<file path="config.mk">
export PLATFORM = sky130hd
export DESIGN_NAME = alu_cmd_ctrl
export DESIGN_NICKNAME = d
export VERILOG_FILES = /design/src/rtl/alu_cmd_ctrl.sv
export SDC_FILE = /design/constraint.sdc
export NUM_CORES = 1
export LEC_CHECK = 0
export BUFFER_PORTS_ARGS = -buffer_cell sky130_fd_sc_hd__buf_2
export CAP_MARGIN = 20
export CORE_UTILIZATION = 50
export DETAILED_ROUTE_END_ITERATION = 16
export PLACE_DENSITY = 0.84
export SYNTH_ARGS = -nofsm -noshare
export SYNTH_HDL_FRONTEND = slang
export SYNTH_SLANG_ARGS = --single-unit
</file>
<file path="constraint.sdc">
create_clock -name CLK -period 4.8 [get_ports CLK]
set_input_delay 0.96 -clock CLK [delete_from_list [all_inputs] [get_ports CLK]]
set_output_delay 0.96 -clock CLK [all_outputs]
set_load 0.01 [all_outputs]
</file>
<file path="src/rtl/alu_cmd_ctrl.sv">
// alu_cmd_ctrl: byte-oriented command front end for an external ALU.
// Receives command frames over a byte stream, loads the operand and
// function registers, fires the ALU for one cycle, waits (with a timeout)
// for its result and returns the result as two bytes, low byte first,
// through a simple valid/busy byte transmitter handshake.
//
// Frame formats accepted in IDLE:
//   0xCC, A, B, FUN  -- load both operands and the function, then run
//   0xDD, FUN        -- reuse the stored operands, load a new function, run
// Any other byte seen in IDLE is silently discarded.
module alu_cmd_ctrl #(
    parameter int DATA_WIDTH = 8,
    parameter int OUT_WIDTH  = 16
) (
    input  logic                  CLK,
    input  logic                  RST,
    input  logic [DATA_WIDTH-1:0] RX_P_DATA,
    input  logic                  RX_D_VLD,
    input  logic [OUT_WIDTH-1:0]  ALU_OUT,
    input  logic                  ALU_Valid,
    input  logic                  TX_BUSY,
    output logic [DATA_WIDTH-1:0] A,
    output logic [DATA_WIDTH-1:0] B,
    output logic [3:0]            ALU_FUN,
    output logic                  ALU_EN,
    output logic [DATA_WIDTH-1:0] TX_P_DATA,
    output logic                  TX_D_VLD,
    output logic                  CTRL_BUSY,
    output logic                  CMD_ERR
);

    // Command opcodes recognised in IDLE.
    localparam logic [DATA_WIDTH-1:0] CMD_FULL = DATA_WIDTH'(8'hCC);
    localparam logic [DATA_WIDTH-1:0] CMD_FUN  = DATA_WIDTH'(8'hDD);

    // Number of consecutive WAIT_VLD cycles without ALU_Valid that abort
    // the operation. The counter holds 0..TMO_CYCLES-1.
    localparam int                TMO_CYCLES = 8;
    localparam int                TMO_W      = $clog2(TMO_CYCLES);
    localparam logic [TMO_W-1:0]  TMO_LAST   = TMO_W'(TMO_CYCLES - 1);

    typedef enum logic [3:0] {
        IDLE     = 4'd0,
        GET_A    = 4'd1,
        GET_B    = 4'd2,
        GET_FUN  = 4'd3,
        ALU_RUN  = 4'd4,
        WAIT_VLD = 4'd5,
        SEND_LO  = 4'd6,
        WAIT_LO  = 4'd7,
        SEND_HI  = 4'd8,
        WAIT_HI  = 4'd9
    } state_t;

    state_t                 state_q;
    logic [DATA_WIDTH-1:0]  a_q;
    logic [DATA_WIDTH-1:0]  b_q;
    logic [3:0]             fun_q;
    logic                   alu_en_q;
    logic [DATA_WIDTH-1:0]  tx_data_q;
    logic                   tx_vld_q;
    logic                   busy_q;
    logic                   cmd_err_q;
    logic [OUT_WIDTH-1:0]   result_q;
    logic [TMO_W-1:0]       tmo_cnt_q;

    // Controller FSM; every output is a register updated alongside the state,
    // so each output already reflects the state being entered.
    always_ff @(posedge CLK or negedge RST) begin
        if (!RST) begin
            state_q   <= IDLE;
            a_q       <= '0;
            b_q       <= '0;
            fun_q     <= '0;
            alu_en_q  <= 1'b0;
            tx_data_q <= '0;
            tx_vld_q  <= 1'b0;
            busy_q    <= 1'b0;
            cmd_err_q <= 1'b0;
            result_q  <= '0;
            tmo_cnt_q <= '0;
        end else begin
            // Single-cycle strobes fall back to zero unless re-armed below.
            alu_en_q  <= 1'b0;
            cmd_err_q <= 1'b0;

            case (state_q)
                IDLE: begin
                    // Decoding here (not in a separate re-arm cycle) is what
                    // lets a new frame start in the very cycle IDLE is entered.
                    if (RX_D_VLD) begin
                        if (RX_P_DATA == CMD_FULL) begin
                            state_q <= GET_A;
                            busy_q  <= 1'b1;
                        end else if (RX_P_DATA == CMD_FUN) begin
                            state_q <= GET_FUN;
                            busy_q  <= 1'b1;
                        end
                    end
                end

                GET_A: begin
                    if (RX_D_VLD) begin
                        a_q     <= RX_P_DATA;
                        state_q <= GET_B;
                    end
                end

                GET_B: begin
                    if (RX_D_VLD) begin
                        b_q     <= RX_P_DATA;
                        state_q <= GET_FUN;
                    end
                end

                GET_FUN: begin
                    // Only the low nibble selects the ALU function.
                    if (RX_D_VLD) begin
                        fun_q    <= RX_P_DATA[3:0];
                        alu_en_q <= 1'b1;
                        state_q  <= ALU_RUN;
                    end
                end

                ALU_RUN: begin
                    tmo_cnt_q <= '0;
                    state_q   <= WAIT_VLD;
                end

                WAIT_VLD: begin
                    // A result arriving on the last allowed cycle still wins
                    // over the timeout.
                    if (ALU_Valid) begin
                        result_q  <= ALU_OUT;
                        tx_data_q <= ALU_OUT[DATA_WIDTH-1:0];
                        tx_vld_q  <= 1'b1;
                        tmo_cnt_q <= '0;
                        state_q   <= SEND_LO;
                    end else if (tmo_cnt_q == TMO_LAST) begin
                        cmd_err_q <= 1'b1;
                        busy_q    <= 1'b0;
                        tmo_cnt_q <= '0;
                        state_q   <= IDLE;
                    end else begin
                        tmo_cnt_q <= tmo_cnt_q + TMO_W'(1);
                    end
                end

                SEND_LO: begin
                    // The byte counts as taken on the first cycle TX_BUSY is
                    // seen high, even if it was already high on entry.
                    if (TX_BUSY) begin
                        tx_vld_q <= 1'b0;
                        state_q  <= WAIT_LO;
                    end
                end

                WAIT_LO: begin
                    if (!TX_BUSY) begin
                        tx_data_q <= result_q[OUT_WIDTH-1 -: DATA_WIDTH];
                        tx_vld_q  <= 1'b1;
                        state_q   <= SEND_HI;
                    end
                end

                SEND_HI: begin
                    if (TX_BUSY) begin
                        tx_vld_q <= 1'b0;
                        state_q  <= WAIT_HI;
                    end
                end

                WAIT_HI: begin
                    if (!TX_BUSY) begin
                        busy_q  <= 1'b0;
                        state_q <= IDLE;
                    end
                end

                default: begin
                    tx_vld_q <= 1'b0;
                    busy_q   <= 1'b0;
                    state_q  <= IDLE;
                end
            endcase
        end
    end

    assign A         = a_q;
    assign B         = b_q;
    assign ALU_FUN   = fun_q;
    assign ALU_EN    = alu_en_q;
    assign TX_P_DATA = tx_data_q;
    assign TX_D_VLD  = tx_vld_q;
    assign CTRL_BUSY = busy_q;
    assign CMD_ERR   = cmd_err_q;

endmodule

</file>
Yosys cells after proc, flatten, opt, wreduce, memory -nomap -nowiden

Cells that the tools add are included.

Input bits: 29
Output and inout bits: 32
Flip-flop bits (word level): 55

Reduce and logical (&&, ||, !) cells: 14
Eq/ne operators: 26
Bitwise gates (word level): 2
Add/subtract/negate cells: 1
Multiplexer cells: 35

Operator list:

| cell                | count |
|---|---|
| $mux 4              | 12 |
| $pmux 4 s10         | 1 |
| $ne 2x2->1 const B  | 11 |
| $eq 4x3->1 const B  | 4 |
| $eq 8x8->1 const B  | 2 |
| $mux 8              | 2 |
| $pmux 8 s2          | 1 |
| $mux 1              | 14 |
| $reduce_and 10->1   | 1 |
| $eq 4x2->1 const B  | 2 |
| $eq 4x4->1 const B  | 2 |
| $pmux 1 s4          | 2 |
| $reduce_and 2->1    | 4 |
| $reduce_or 7->1     | 1 |
| $mux 3              | 2 |
| $ne 3x3->1 const B  | 2 |
| $pmux 3 s2          | 1 |
| $reduce_and 6->1    | 1 |
| $reduce_or 6->1     | 1 |
| $eq 4x1->1 const B  | 1 |
| $logic_not 4->1     | 1 |
| $reduce_and 4->1    | 1 |
| $reduce_bool 2->1   | 2 |
| $add 3x1->3 const B | 1 |
| other kinds (5)     | 6 |

Logic depth before layout (Yosys ltp)

Gate-level depths: netlist (run 1).

Word-level depth: 5
Mapped depth: 7
Gate-level depth less buffers: 6

Least setup slack after synthesis (run 1)

OpenSTA, ideal clock, no wires.

Kind: in2reg
From: in RX_D_VLD
To: reg fun_q[0], in the netlist ALU_FUN[0]
Slack: 2.680 ns
Data arrival time: 1.995 ns
Stages on the path: 4
Path buffers: 1
Required time: 4.675 ns
Cell sequence: nor3b_1 > and3_1 > clkbuf_1 > mux2_2

Word-level cells in the longest chain between the ends: 1

RTL lines:

| element                           | line | text |
|---|---|---|
| from (decl)                       | 18   | `input logic RX_D_VLD,` |
| $reduce_and 2->1 (no source line) | --   |  |
| to (signal assigned)              | 119  | `fun_q <= RX_P_DATA[3:0];` |
| to (decl)                         | 58   | `logic [3:0] fun_q;` |

Every way passes these cells.
A chain may end at the register's enable or synchronous reset.

Worst setup path after layout (run 1)

From: reg state_q[1]
To: reg tx_data_q[5], in the netlist TX_P_DATA[5]

Word-level cells in the longest chain between the ends: 3
Elaborated cells between the ends (all ways): 7
Those cells by class: eq/ne: 4; mux: 1; reduce/logical: 2

RTL lines:

| element                                                                 | line | text |
|---|---|---|
| from (decl)                                                             | 55   | `state_t state_q;` |
| from (signal assigned)                                                  | 71   | `state_q <= IDLE;` |
| from (signal assigned)                                                  | 93   | `state_q <= GET_A;` |
| from (signal assigned)                                                  | 96   | `state_q <= GET_FUN;` |
| $eq 4x3->1                                                              | 87   | `case (state_q)` |
| $ne 2x2->1 (no source line) / $reduce_bool 2->1 (equally long branches) | --   |  |
| $reduce_and 3->1 (no source line)                                       | --   |  |
| to (signal assigned)                                                    | 135  | `tx_data_q <= ALU_OUT[DATA_WIDTH-1:0];` |
| to (signal assigned)                                                    | 160  | `tx_data_q <= result_q[OUT_WIDTH-1 -: DATA_WIDTH];` |
| to (decl)                                                               | 60   | `logic [DATA_WIDTH-1:0] tx_data_q;` |

Several ways; a longest one is shown, not always the timed one.

==> results of run 1 <==
-- flip-flops by register name, summed over array words and instances, names as in the netlist --
signal and flops:
CMD_ERR 1, CTRL_BUSY 1, ALU_FUN 4, TX_P_DATA 8, tmo_cnt_q 3, state_q 4, A 8, result_q 8
TX_D_VLD 1, B 8, ALU_EN 1
-- cell usage after synthesis, drive strengths merged, types with 2 or more instances --
cell    number  share of area (%)
buf          6                1.9
nand3        4               0.91
clkbuf       4               0.68
nor2b        4                1.1
nor2        11                1.9
o31ai        2               0.68
nor3b        3                1.0
dfrtp       47                 54
o211ai       2               0.68
a21oi       10                2.6
nor3         5                1.1
mux2i        8                3.6
nand2        6                1.0
inv          6                1.0
o21ai        2               0.46
ha           2                1.1
o41ai        2               0.80
mux2        29                 15
-- area by class of cell --
type                       instances  area, sq um  share of cell area [%]
tap                               50        62.56                   2.384
timing repair buffer              61        320.3                   12.21
sequential                        47         1176                   44.83
clock inverter                     1        30.03                   1.144
multi-input combinational        116        939.7                   35.81
inverter                           6        22.52                  0.8584
clock buffer                       6        72.57                   2.766
-- worst max-delay path, delay by kind of cell, from the launching register on --
kind,cells,cell delay [ps]
AOI/OAI and AO/OA,2,790
DFF,1,710
and+or+nand+nor,2,840
-- per-layer routing --
metal / global-route usage (%) / vias up
li1: - / 768
met1: 28.37 / 775
met2: 31.62 / 57
met3: 4.333 / 11
met4: 10.16 / 0
met5: 0 / -
-- where the power goes --
| part | internal [mW] | leakage [nW] | switching (mW) |
|---|---|---|---|
| Clock | 0.153 | 0.0513 | 0.128 |
| Combinational | 0.326 | 0.641 | 0.316 |
| Sequential | 0.578 | 0.569 | 0.139 |
| Total | 1.06 | 1.26 | 0.582 |
-- final timing paths --
path	startpoint	end	slack (ps)
worst max-delay path	state_q[1]	TX_P_DATA[5]	2360
worst min-delay path	tmo_cnt_q[2]	tmo_cnt_q[2]	490
worst max register to register	state_q[1]	TX_P_DATA[5]	2360
worst min register to register	tmo_cnt_q[2]	tmo_cnt_q[2]	490
max in group asynchronous	RST	B[5]	3760
min in group asynchronous	RST	CTRL_BUSY	550
-- per-stage QoR --
| stage | hold slack (ps) | setup WS, ps | instances |
|---|---|---|---|
| detailed placement | 475.4 | 2410 | 279 |
| global placement | 461.8 | 2466 | 279 |
| global route | 513.8 | 2159 | 287 |
| finish | 486.1 | 2363 | 287 |
| floorplan | 445.3 | 2680 | 179 |
| CTS | 493.1 | 2374 | 286 |
-- logic make-up (layout without fill, tap and decap cells) --
family          Yosys count  after routing  synth area share [%]
compound gates           34             34                 12.48
fa+ha+maj                 2              2                 1.139
buf+inv                  16             74                 3.646
simple gates             41             41                 9.858
xor+xnor                  2              2                0.7979
flops                    47             47                 53.56
mux                      37             37                 18.52
==> qor.json, run 1 <==
{
  "num_vias": 1611,
  "num_ports": 61,
  "clkSinkCount": 47,
  "crit_path_cell_trace": "nand4b_1 -> o32ai_4 -> nor2_1 -> a21oi_1",
  "seq_area_frac_synth_pct": 53.56,
  "met3WireLength_um": 186,
  "core_sq_um": 4115,
  "cts-hold-fix-buffers": 0,
  "grt_pass1_vias": 1496,
  "ys_dominant_reg_cell": "dfrtp_1",
  "worst_hold_path_type": "register to register",
  "worst_setup_path_end_kind": "register",
  "worst_skew_pair.late_latency_ps": 300,
  "global_route_wire_length_before_repair_um": 7024,
  "grt_start_max_net_pins": 48,
  "post-route-drc-count": 0,
  "gr-total-overflow": 0,
  "postSynthNetCount": 210,
  "route.detailed.vias_per_inst": 5.613,
  "drive_gt1_share_pct": 43.04,
  "die_x_um": 68.27,
  "numCtsBuffers": 5,
  "final.setup.tns_ps": 0,
  "p_per_area_nw_per_um2": 624.6,
  "num-nets-final": 268,
  "power.leakage_nw": 1.262,
  "placement.cell_area_sq_um": 2501,
  "clock_tree.buffer_depth": 2,
  "cp.arrival_ps": 2650,
  "wire_per_inst_um": 15.75,
  "yosys_warnings": 0,
  "n_antenna_cell": 0,
  "synthCells": 179,
  "critical_path.slowest_cell": "nand4b_1",
  "achievable-frequency_mhz": 410.4,
  "worst_r2r_path_depth": 4,
  "detailroute.wirelength.met2_um": 2142,
  "timing.critical_path.required_ps": 5020,
  "timing.slew.headroom_pct": 49.26,
  "cp_max_fo": 19,
  "initial_cell_density_of_the_core_pct": 53.36,
  "finalPower_mw": 1.639,
  "mappedNetlistArea_sq_um": 2196,
  "final_max_slew_viol_count": 0,
  "cap_viol_max_count": 0,
  "mostFrequentLayoutCell": "buf_2",
  "synth_enable_flop_cells": 0,
  "totalWireLength_um": 4519,
  "floorplan.die_area_sq_um": 4661,
  "clock_tree.root_cell": "clkbuf_8",
  "critical-path-max-stage-delay_ps": 720,
  "proportion_of_register_bits_with_asynchronous_set_or_reset_after_synthesis_pct": 100.0,
  "outcome": "completed",
  "avgSynthCellArea_sq_um": 12.27,
  "place.gp.congestion": 0.9167,
  "h-tree-depth": 2,
  "cts.clk_slew.worst_paths_ps": 90,
  "global_route.usage.total_pct": 20.90,
  "topRoutingLayerUsed": "met4",
  "ys_seq_elements": 47,
  "filler_cell_count": 336,
  "worst_setup_path_start_kind": "register",
  "synthDistinctLibCells": 47,
  "finalSetupViolations": 0,
  "final.period_utilization_pct": 50.77,
  "placement_rows": 23,
  "syn2layout_area_growth_pct": 19.49,
  "fin_crit_ps": 2437,
  "worst_slew_pin_slew_ps": 757.1,
  "detailedPlacementHpwl_um": 3061,
  "tritoncts": "built",
  "cts-resized-gates": 0,
  "final.setup_skew_ps": 12.91,
  "finalHoldViolCount": 0,
  "rsz0062_at_grt": "no",
  "hold-path-cell-count": 2,
  "detail_route.first_pass.iterations": 4,
  "timing.setup.critical_path_class": "register to register",
  "grt_antenna_before_repair": 0,
  "met1_length_um": 2084,
  "port_buffers": 60,
  "utilization_pct": 63.76,
  "chip_height_um": 68.27,
  "max-vdd-ir-drop_uv": 316.2,
  "first_iter_violations": 191,
  "most-common-layout-cells": "60 x buf_2, 47 x dfrtp_1, 29 x mux2_2",
  "cts.repair_timing.setup_buffer_count": 0,
  "final_cell_area_sq_um": 2624,
  "ant_nets": 0
}
No activity file was read; power rests on OpenSTA's default activity.
==> inputs of run 2 (changes only) <==
- ABC_AREA: not set -> 1
- clock period: 4.8 -> 2.42 ns (I/O delays scaled with it)
==> qor.json, run 2 <==
{
  "outcome": {"value": "completed", "change": "unchanged"},
  "cap_viol_max_count": {"value": 0, "change": "unchanged"},
  "drive_gt1_share": {"value": 28.35, "unit": "%", "change": "was 43.04%"},
  "placement.cell_area": {"value": 2574, "unit": "sq um", "change": "was 2501 sq um"},
  "detail_route.first_pass.iterations": {"value": 4, "change": "unchanged"},
  "mostFrequentLayoutCell": {"value": "nand2_1", "change": "was buf_2"},
  "p_per_area": {"value": 1219, "unit": "nW/um^2", "change": "was 624.6 nW/um^2"},
  "first_iter_violations": {"value": 131, "change": "was 191"},
  "path_common_cell": "nand2_1",
  "cts-hold-fix-buffers": {"value": 0, "change": "unchanged"},
  "post-route-worst-setup-slack": {"value": 633.4, "unit": "ps", "change": "was 2363 ps"},
  "rsz0062_at_grt": {"value": "no", "change": "unchanged"},
  "seq_area_frac_synth": {"value": 52.46, "unit": "%", "change": "was 53.56%"},
  "cts.repair_timing.setup_buffer_count": {"value": 0, "change": "unchanged"},
  "grt_antenna_before_repair": {"value": 0, "change": "unchanged"},
  "num_ports": {"value": 61, "change": "unchanged"},
  "clkSinkCount": {"value": 47, "change": "unchanged"},
  "crit_buf_inv": {"value": 1, "change": "was 0"},
  "worst_hold_path_type": {"value": "input port to asynchronous set/reset pin", "change": "was register to register"},
  "final_max_slew_viol_count": {"value": 0, "change": "unchanged"},
  "synth_enable_flop_cells": {"value": 0, "change": "unchanged"},
  "synthDominantCellAreaShare": {"value": 52.46, "unit": "%", "change": "was 53.56%"},
  "synthCells": {"value": 258, "change": "was 179"},
  "worst_setup_path_end_kind": {"value": "register", "change": "unchanged"},
  "power.leakage": {"value": 1.501, "unit": "nW", "change": "was 1.262 nW"},
  "die_x": {"value": 68.97, "unit": "um", "change": "was 68.27 um"},
  "totalWireLength": {"value": 4813, "unit": "um", "change": "was 4519 um"},
  "crit_path_cell_trace": {"value": "nor2_2 -> buf_4 -> nand2_2 -> nor2_2 -> nand2_1 -> nand2_1 -> nor2_2 -> nand2_2 -> nand2_1 -> nand2_1", "change": "was nand4b_1 -> o32ai_4 -> nor2_1 -> a21oi_1"},
  "postSynthNetCount": {"value": 289, "change": "was 210"},
  "n_antenna_cell": {"value": 0, "change": "unchanged"},
  "synth_top_cells_by_area": {"value": "dfrtp_1 52%, nand2_1 13%, o21ai_0 5.6%, inv_1 4.2%, nor2_1 3.7%", "change": "was dfrtp_1 54%, mux2_2 15%, mux2i_1 3.6%, nor2_1 1.9%, a21oi_1 1.8%"},
  "pre_cts_ws": {"value": 651.0, "unit": "ps", "change": "was 2410 ps"},
  "cp_max_fo": {"value": 8, "change": "was 19"},
  "chip_height": {"value": 68.97, "unit": "um", "change": "was 68.27 um"},
  "finalHoldViolCount": {"value": 0, "change": "unchanged"},
  "wire_per_inst": {"value": 12.97, "unit": "um", "change": "was 15.75 um"},
  "avgSynthCellArea": {"value": 8.691, "unit": "sq um", "change": "was 12.27 sq um"},
  "gr-total-overflow": {"value": 0, "change": "unchanged"},
  "synthMostInstantiatedCell": {"value": "nand2_1", "change": "was dfrtp_1"},
  "worst_skew_pair.late_latency": {"value": 310, "unit": "ps", "change": "was 300 ps"},
  "ant_nets": {"value": 0, "change": "unchanged"},
  "fin_crit": {"value": 1787, "unit": "ps", "change": "was 2437 ps"},
  "cp.arrival": {"value": 2030, "unit": "ps", "change": "was 2650 ps"},
  "critical_path.slowest_cell": {"value": "dfrtp_1", "change": "was nand4b_1"},
  "route.detailed.vias_per_inst": {"value": 5.178, "change": "was 5.613"},
  "worst_setup_path_start_kind": {"value": "register", "change": "unchanged"},
  "max-vdd-ir-drop": {"value": 599.8, "unit": "uV", "change": "was 316.2 uV"},
  "timing.slew.headroom": {"value": 65.89, "unit": "%", "change": "was 49.26%"},
  "achievable-frequency": {"value": 559.7, "unit": "MHz", "change": "was 410.4 MHz"},
  "post-route-drc-count": {"value": 0, "change": "unchanged"},
  "detailedPlacementHpwl": {"value": 3583, "unit": "um", "change": "was 3061 um"},
  "grt_start_max_net_pins": {"value": 27, "change": "was 48"},
  "clock_tree.root_cell": {"value": "clkbuf_8", "change": "unchanged"},
  "numCtsBuffers": {"value": 5, "change": "unchanged"},
  "most-common-layout-cells": {"value": "79 x nand2_1, 60 x buf_2, 47 x dfrtp_1", "change": "was 60 x buf_2, 47 x dfrtp_1, 29 x mux2_2"},
  "ys_dominant_reg_cell": {"value": "dfrtp_1", "change": "unchanged"},
  "initial_cell_density_of_the_core": {"value": 54.11, "unit": "%", "change": "was 53.36%"},
  "grt_pass1_vias": {"value": 1748, "change": "was 1,496"},
  "finalSetupViolations": {"value": 0, "change": "unchanged"},
  "clock_tree.buffer_depth": {"value": 2, "change": "unchanged"},
  "synth_commonest_cells": {"value": "79 x nand2_1, 47 x dfrtp_1, 25 x inv_1, 25 x o21ai_0, 22 x nor2_1", "change": "was 47 x dfrtp_1, 29 x mux2_2, 11 x nor2_1"},
  "cts.clk_slew.worst_paths": {"value": 90, "unit": "ps", "change": "about the same"},
  "mappedNetlistArea": {"value": 2242, "unit": "sq um", "change": "was 2196 sq um"},
  "timing.critical_path.required": {"value": 2670, "unit": "ps", "change": "was 5020 ps"},
  "yosys_warnings": {"value": 0, "change": "unchanged"},
  "syn2layout_area_growth": {"value": 19.03, "unit": "%", "change": "was 19.49%"},
  "global_route_wire_length_before_repair": {"value": 7852, "unit": "um", "change": "was 7024 um"},
  "h-tree-depth": {"value": 2, "change": "unchanged"},
  "critical-path-max-stage-delay": {"value": 460, "unit": "ps", "change": "was 720 ps"},
  "placement_rows": {"value": 23, "change": "unchanged"},
  "proportion_of_register_bits_with_asynchronous_set_or_reset_after_synthesis": {"value": 100.0, "unit": "%", "change": "unchanged"},
  "num_vias": {"value": 1921, "change": "was 1,611"},
  "tritoncts": {"value": "built", "change": "unchanged"},
  "floorplan.die_area": {"value": 4756, "unit": "sq um", "change": "was 4661 sq um"},
  "cts-resized-gates": {"value": 0, "change": "unchanged"},
  "place.gp.congestion": {"value": 0.9597, "change": "was 0.9167"},
  "worst_slew_pin_slew": {"value": 511.6, "unit": "ps", "change": "was 757.1 ps"},
  "global_route.usage.total": {"value": 23.02, "unit": "%", "change": "was 20.90%"},
  "num-nets-final": {"value": 351, "change": "was 268"},
  "timing.setup.critical_path_class": {"value": "register to register", "change": "unchanged"},
  "port_buffers": {"value": 60, "change": "unchanged"},
  "final.period_utilization": {"value": 73.83, "unit": "%", "change": "was 50.77%"},
  "final.setup_skew": {"value": 4.727, "unit": "ps", "change": "was 12.91 ps"},
  "path_delay_family": {"value": "simple AND/OR/NAND/NOR gates", "change": "unchanged"},
  "final_cell_area": {"value": 2669, "unit": "sq um", "change": "was 2624 sq um"},
  "netlist.top_cell.by_area": {"value": "dfrtp_1", "change": "unchanged"},
  "synthDistinctLibCells": {"value": 26, "change": "was 47"},
  "ys_seq_elements": {"value": 47, "change": "unchanged"},
  "final.setup.tns": {"value": 0, "unit": "ps", "change": "unchanged"},
  "core": {"value": 4144, "unit": "sq um", "change": "was 4115 sq um"}
}
==> run 2: changes by cell type after synthesis, sizes merged, moves of 8 or more <==
cell,delta
mux2i,-8
nand3,+9
o21ai,+25
nand2,+76
mux2,-24
inv,+20
nor2,+18
==> run 2: worst paths after layout <==
| check | from | endpoint | slack [ps] | depth (start not counted) |
|---|---|---|---|---|
| min in group CLK | ALU_OUT[13] | result_q[13] | 400 | 2 |
| worst min-delay path | RST | A[6] | 140 | 1 |
| max in group asynchronous | RST | CMD_ERR | 1770 | 2 |
| worst min register to register | TX_P_DATA[2] | TX_P_DATA[2] | 480 | 2 |
| worst max register to register | state_q[3] | state_q[0] | 630 | 10 |
| worst max-delay path | state_q[3] | state_q[0] | 630 | 10 |
==> run 2: cell families after synthesis <==
kind of cell    count (synthesis)  share of synthesized area (%)
compound gates                 46                          12.28
fa+ha+maj                       2                          1.116
buf+inv                        33                          6.975
flops                          47                          52.46
mux                             5                          3.181
simple gates                  125                          24.00
==> run 2: power breakdown <==
| group | switching, mW | internal [mW] |
|---|---|---|
| registers | 0.224 | 1.12 |
| logic | 0.855 | 0.545 |
| clock network | 0.273 | 0.235 |
==> run 2: worst register-to-register path: stages, from the launching register on <==
cell and delay, ps:
dfrtp_1 460, nor2_2 330, buf_4 230, nand2_2 80, nor2_2 160, nand2_1 90, nand2_1 80, nor2_2 70
nand2_2 110, nand2_1 60, nand2_1 70
==> run 2: final cells by class <==
cell class              count  area (sq um)
fillers                   345          1475
clock inverters             1         8.758
flip-flops and latches     47          1176
well taps                  50         62.56
inverters                  26         97.59
multi-input cells         178         909.6
repair buffers             62         327.8
clock buffers               7         86.33
==> run 2: routing by layer <==
metal	wire, um	global-route usage (%)	vias up	part of all wire [%]
met4	93	11.48	0	1.9
li1	-	-	950	-
met5	0	0	-	0
met1	2080	28.22	905	43
met3	184	5.592	11	3.8
met2	2454	37.62	55	51
==> run 2: through the flow <==
| stage | hold WS (ps) | power, mW | utilization [%] | std cells |
|---|---|---|---|---|
| after floorplan | 188.4 | 2.305 | - | 258 |
| after global placement | 459.8 | 2.684 | 62.11 | 363 |
| after detailed placement | 462.2 | 2.753 | 62.11 | 363 |
| after CTS | 159.6 | 3.257 | 64.40 | 371 |
| after global routing | 171.7 | 3.516 | 64.40 | 371 |
| final | 135.8 | 3.254 | 64.40 | 371 |
==> inputs of run 3 (changes only) <==
- clock period: 2.42 -> 1.9 ns (I/O delays scaled with it)
==> qor.json, run 3 (synthesized netlist as in run 2, its figures left out) <==
{
  "outcome": {"value": "completed", "change": "unchanged"},
  "finalSetupViolations": {"value": 0, "change": "unchanged"},
  "syn2layout_area_growth": {"value": 19.70, "unit": "%", "change": "was 19.03%"},
  "grt_pass1_vias": {"value": 1654, "change": "was 1,748"},
  "cts-resized-gates": {"value": 0, "change": "unchanged"},
  "grt_start_max_net_pins": {"value": 26, "change": "was 27"},
  "cp_max_fo": {"value": 8, "change": "unchanged"},
  "wire_per_inst": {"value": 12.60, "unit": "um", "change": "was 12.97 um"},
  "critical_path.startpoint": {"value": "state_q[0]", "change": "was state_q[3]"},
  "port_buffers": {"value": 60, "change": "unchanged"},
  "clock_tree.buffer_depth": {"value": 2, "change": "unchanged"},
  "h-tree-depth": {"value": 2, "change": "unchanged"},
  "ant_nets": {"value": 0, "change": "unchanged"},
  "timing.setup.critical_path_class": {"value": "register to register", "change": "unchanged"},
  "most-common-layout-cells": {"value": "79 x nand2_1, 60 x buf_2, 47 x dfrtp_1", "change": "unchanged"},
  "numCtsBuffers": {"value": 5, "change": "unchanged"},
  "die_x": {"value": 68.97, "unit": "um", "change": "unchanged"},
  "cp.arrival": {"value": 1980, "unit": "ps", "change": "was 2030 ps"},
  "power.leakage": {"value": 1.508, "unit": "nW", "change": "was 1.501 nW"},
  "r2r-start": {"value": "state_q[0]", "change": "was state_q[3]"},
  "worst_setup_path_start_kind": {"value": "register", "change": "unchanged"},
  "mostFrequentLayoutCell": {"value": "nand2_1", "change": "unchanged"},
  "final.setup_skew": {"value": 5.675, "unit": "ps", "change": "was 4.727 ps"},
  "p_per_area": {"value": 1563, "unit": "nW/um^2", "change": "was 1219 nW/um^2"},
  "totalWireLength": {"value": 4675, "unit": "um", "change": "was 4813 um"},
  "gr-total-overflow": {"value": 0, "change": "unchanged"},
  "fin_crit": {"value": 1738, "unit": "ps", "change": "was 1787 ps"},
  "place.detailed.instances": {"value": 364, "change": "was 363"},
  "chip_height": {"value": 68.97, "unit": "um", "change": "unchanged"},
  "clock_tree.root_cell": {"value": "clkbuf_8", "change": "unchanged"},
  "cts.clk_slew.worst_paths": {"value": 80, "unit": "ps", "change": "was 90 ps"},
  "grt_antenna_before_repair": {"value": 0, "change": "unchanged"},
  "timing.slew.headroom": {"value": 64.74, "unit": "%", "change": "was 65.89%"},
  "timing.critical_path.required": {"value": 2140, "unit": "ps", "change": "was 2670 ps"},
  "worst_setup_path_end_kind": {"value": "register", "change": "unchanged"},
  "detail_route.first_pass.iterations": {"value": 4, "change": "unchanged"},
  "achievable-frequency": {"value": 575.2, "unit": "MHz", "change": "was 559.7 MHz"},
  "tritoncts": {"value": "built", "change": "unchanged"},
  "initial_cell_density_of_the_core": {"value": 54.11, "unit": "%", "change": "unchanged"},
  "drive_gt1_share": {"value": 28.35, "unit": "%", "change": "unchanged"},
  "worst_skew_pair.late_latency": {"value": 300, "unit": "ps", "change": "was 310 ps"},
  "first_iter_violations": {"value": 103, "change": "was 131"},
  "post-route-drc-count": {"value": 0, "change": "unchanged"},
  "num_vias": {"value": 1899, "change": "was 1,921"},
  "floorplan.die_area": {"value": 4756, "unit": "sq um", "change": "unchanged"},
  "global_route.usage.total": {"value": 21.44, "unit": "%", "change": "was 23.02%"},
  "max-vdd-ir-drop": {"value": 733.6, "unit": "uV", "change": "was 599.8 uV"},
  "worst_hold_path_type": {"value": "input port to asynchronous set/reset pin", "change": "unchanged"},
  "worst_slew_pin_slew": {"value": 528.9, "unit": "ps", "change": "was 511.6 ps"},
  "clkSinkCount": {"value": 47, "change": "unchanged"},
  "num-nets-final": {"value": 352, "change": "was 351"},
  "layout.cells.non_filler": {"value": 371, "change": "unchanged"},
  "cts-hold-fix-buffers": {"value": 0, "change": "unchanged"},
  "global_route_wire_length_before_repair": {"value": 7376, "unit": "um", "change": "was 7852 um"},
  "cts.repair_timing.setup_buffer_count": {"value": 0, "change": "unchanged"},
  "final.setup.tns": {"value": 0, "unit": "ps", "change": "unchanged"},
  "n_antenna_cell": {"value": 0, "change": "unchanged"},
  "finalHoldViolCount": {"value": 0, "change": "unchanged"},
  "rsz0062_at_grt": {"value": "no", "change": "unchanged"},
  "place.gp.congestion": {"value": 0.9827, "change": "was 0.9597"},
  "cap_viol_max_count": {"value": 0, "change": "unchanged"},
  "core": {"value": 4144, "unit": "sq um", "change": "unchanged"},
  "placement_rows": {"value": 23, "change": "unchanged"},
  "num_ports": {"value": 61, "change": "unchanged"},
  "final_max_slew_viol_count": {"value": 0, "change": "unchanged"},
  "route.detailed.vias_per_inst": {"value": 5.119, "change": "was 5.178"},
  "final.period_utilization": {"value": 91.49, "unit": "%", "change": "was 73.83%"},
  "detailedPlacementHpwl": {"value": 3535, "unit": "um", "change": "was 3583 um"}
}
## run 3: cell types whose count changed in the layout (fill, tap and decap cells not counted), sizes merged
cell / delta
buf: +1
bufinv: +1
clkbuf: -1
clkinv: -1
## run 3: layout make-up
cell class | instances | area, sq um
clock inverters | 1 | 30.03
flip-flops and latches | 47 | 1176
fillers | 365 | 1460
well taps | 50 | 62.56
multi-input cells | 178 | 909.6
repair buffers | 63 | 335.3
clock buffers | 6 | 72.57
inverters | 26 | 97.59
## run 3: where the power goes
group | leakage (nW) | switching, mW | internal [mW]
logic | 0.864 | 1.07 | 0.703
registers | 0.592 | 0.284 | 1.43
clock network | 0.0513 | 0.323 | 0.386
## run 3: worst max-delay path: stages, from the launching register on
cell and delay [ps]:
dfrtp_1 560, inv_1 110, nor2_2 230, nand2_2 120, nor2_2 190, nand2_1 90
nand2_1 80, nor2_2 70, nand2_2 110, nand2_1 70, nand2_1 60
## run 3: path summary, 6_finish.rpt
| kind | to | slack (ps) | cells past startpoint |
|---|---|---|---|
| max | state_q[3] | 160 | 10 |
| min | B[4] | 50 | 1 |
| max reg2reg | state_q[3] | 160 | 10 |
| min reg2reg | TX_D_VLD | 480 | 2 |
| max in group asynchronous | TX_P_DATA[1] | 1340 | 2 |
| min in group CLK | result_q[15] | 300 | 2 |
## run 3: layer usage
metal / global-route usage, % / wire length (um) / vias up
met2: 35.07 / 2279 / 56
met5: 0 / 0 / -
met4: 6.888 / 90 / 0
li1: - / - / 957
met3: 5.099 / 203 / 10
met1: 27.87 / 2102 / 876
## run 3: through the flow
stage / utilization (%) / power, mW / cell area [sq um] / hold slack (ps) / setup WS, ps
floorplan: - / 2.936 / 2242 / 84.41 / 491.6
global placement: 62.29 / 3.426 / 2581 / 384.5 / 273.0
detailed placement: 62.29 / 3.499 / 2581 / 385.9 / 209.0
CTS: 64.76 / 4.208 / 2684 / 65.08 / 180.8
global route: 64.76 / 4.535 / 2684 / 84.06 / 8.943
finish: 64.76 / 4.196 / 2684 / 51.42 / 161.6
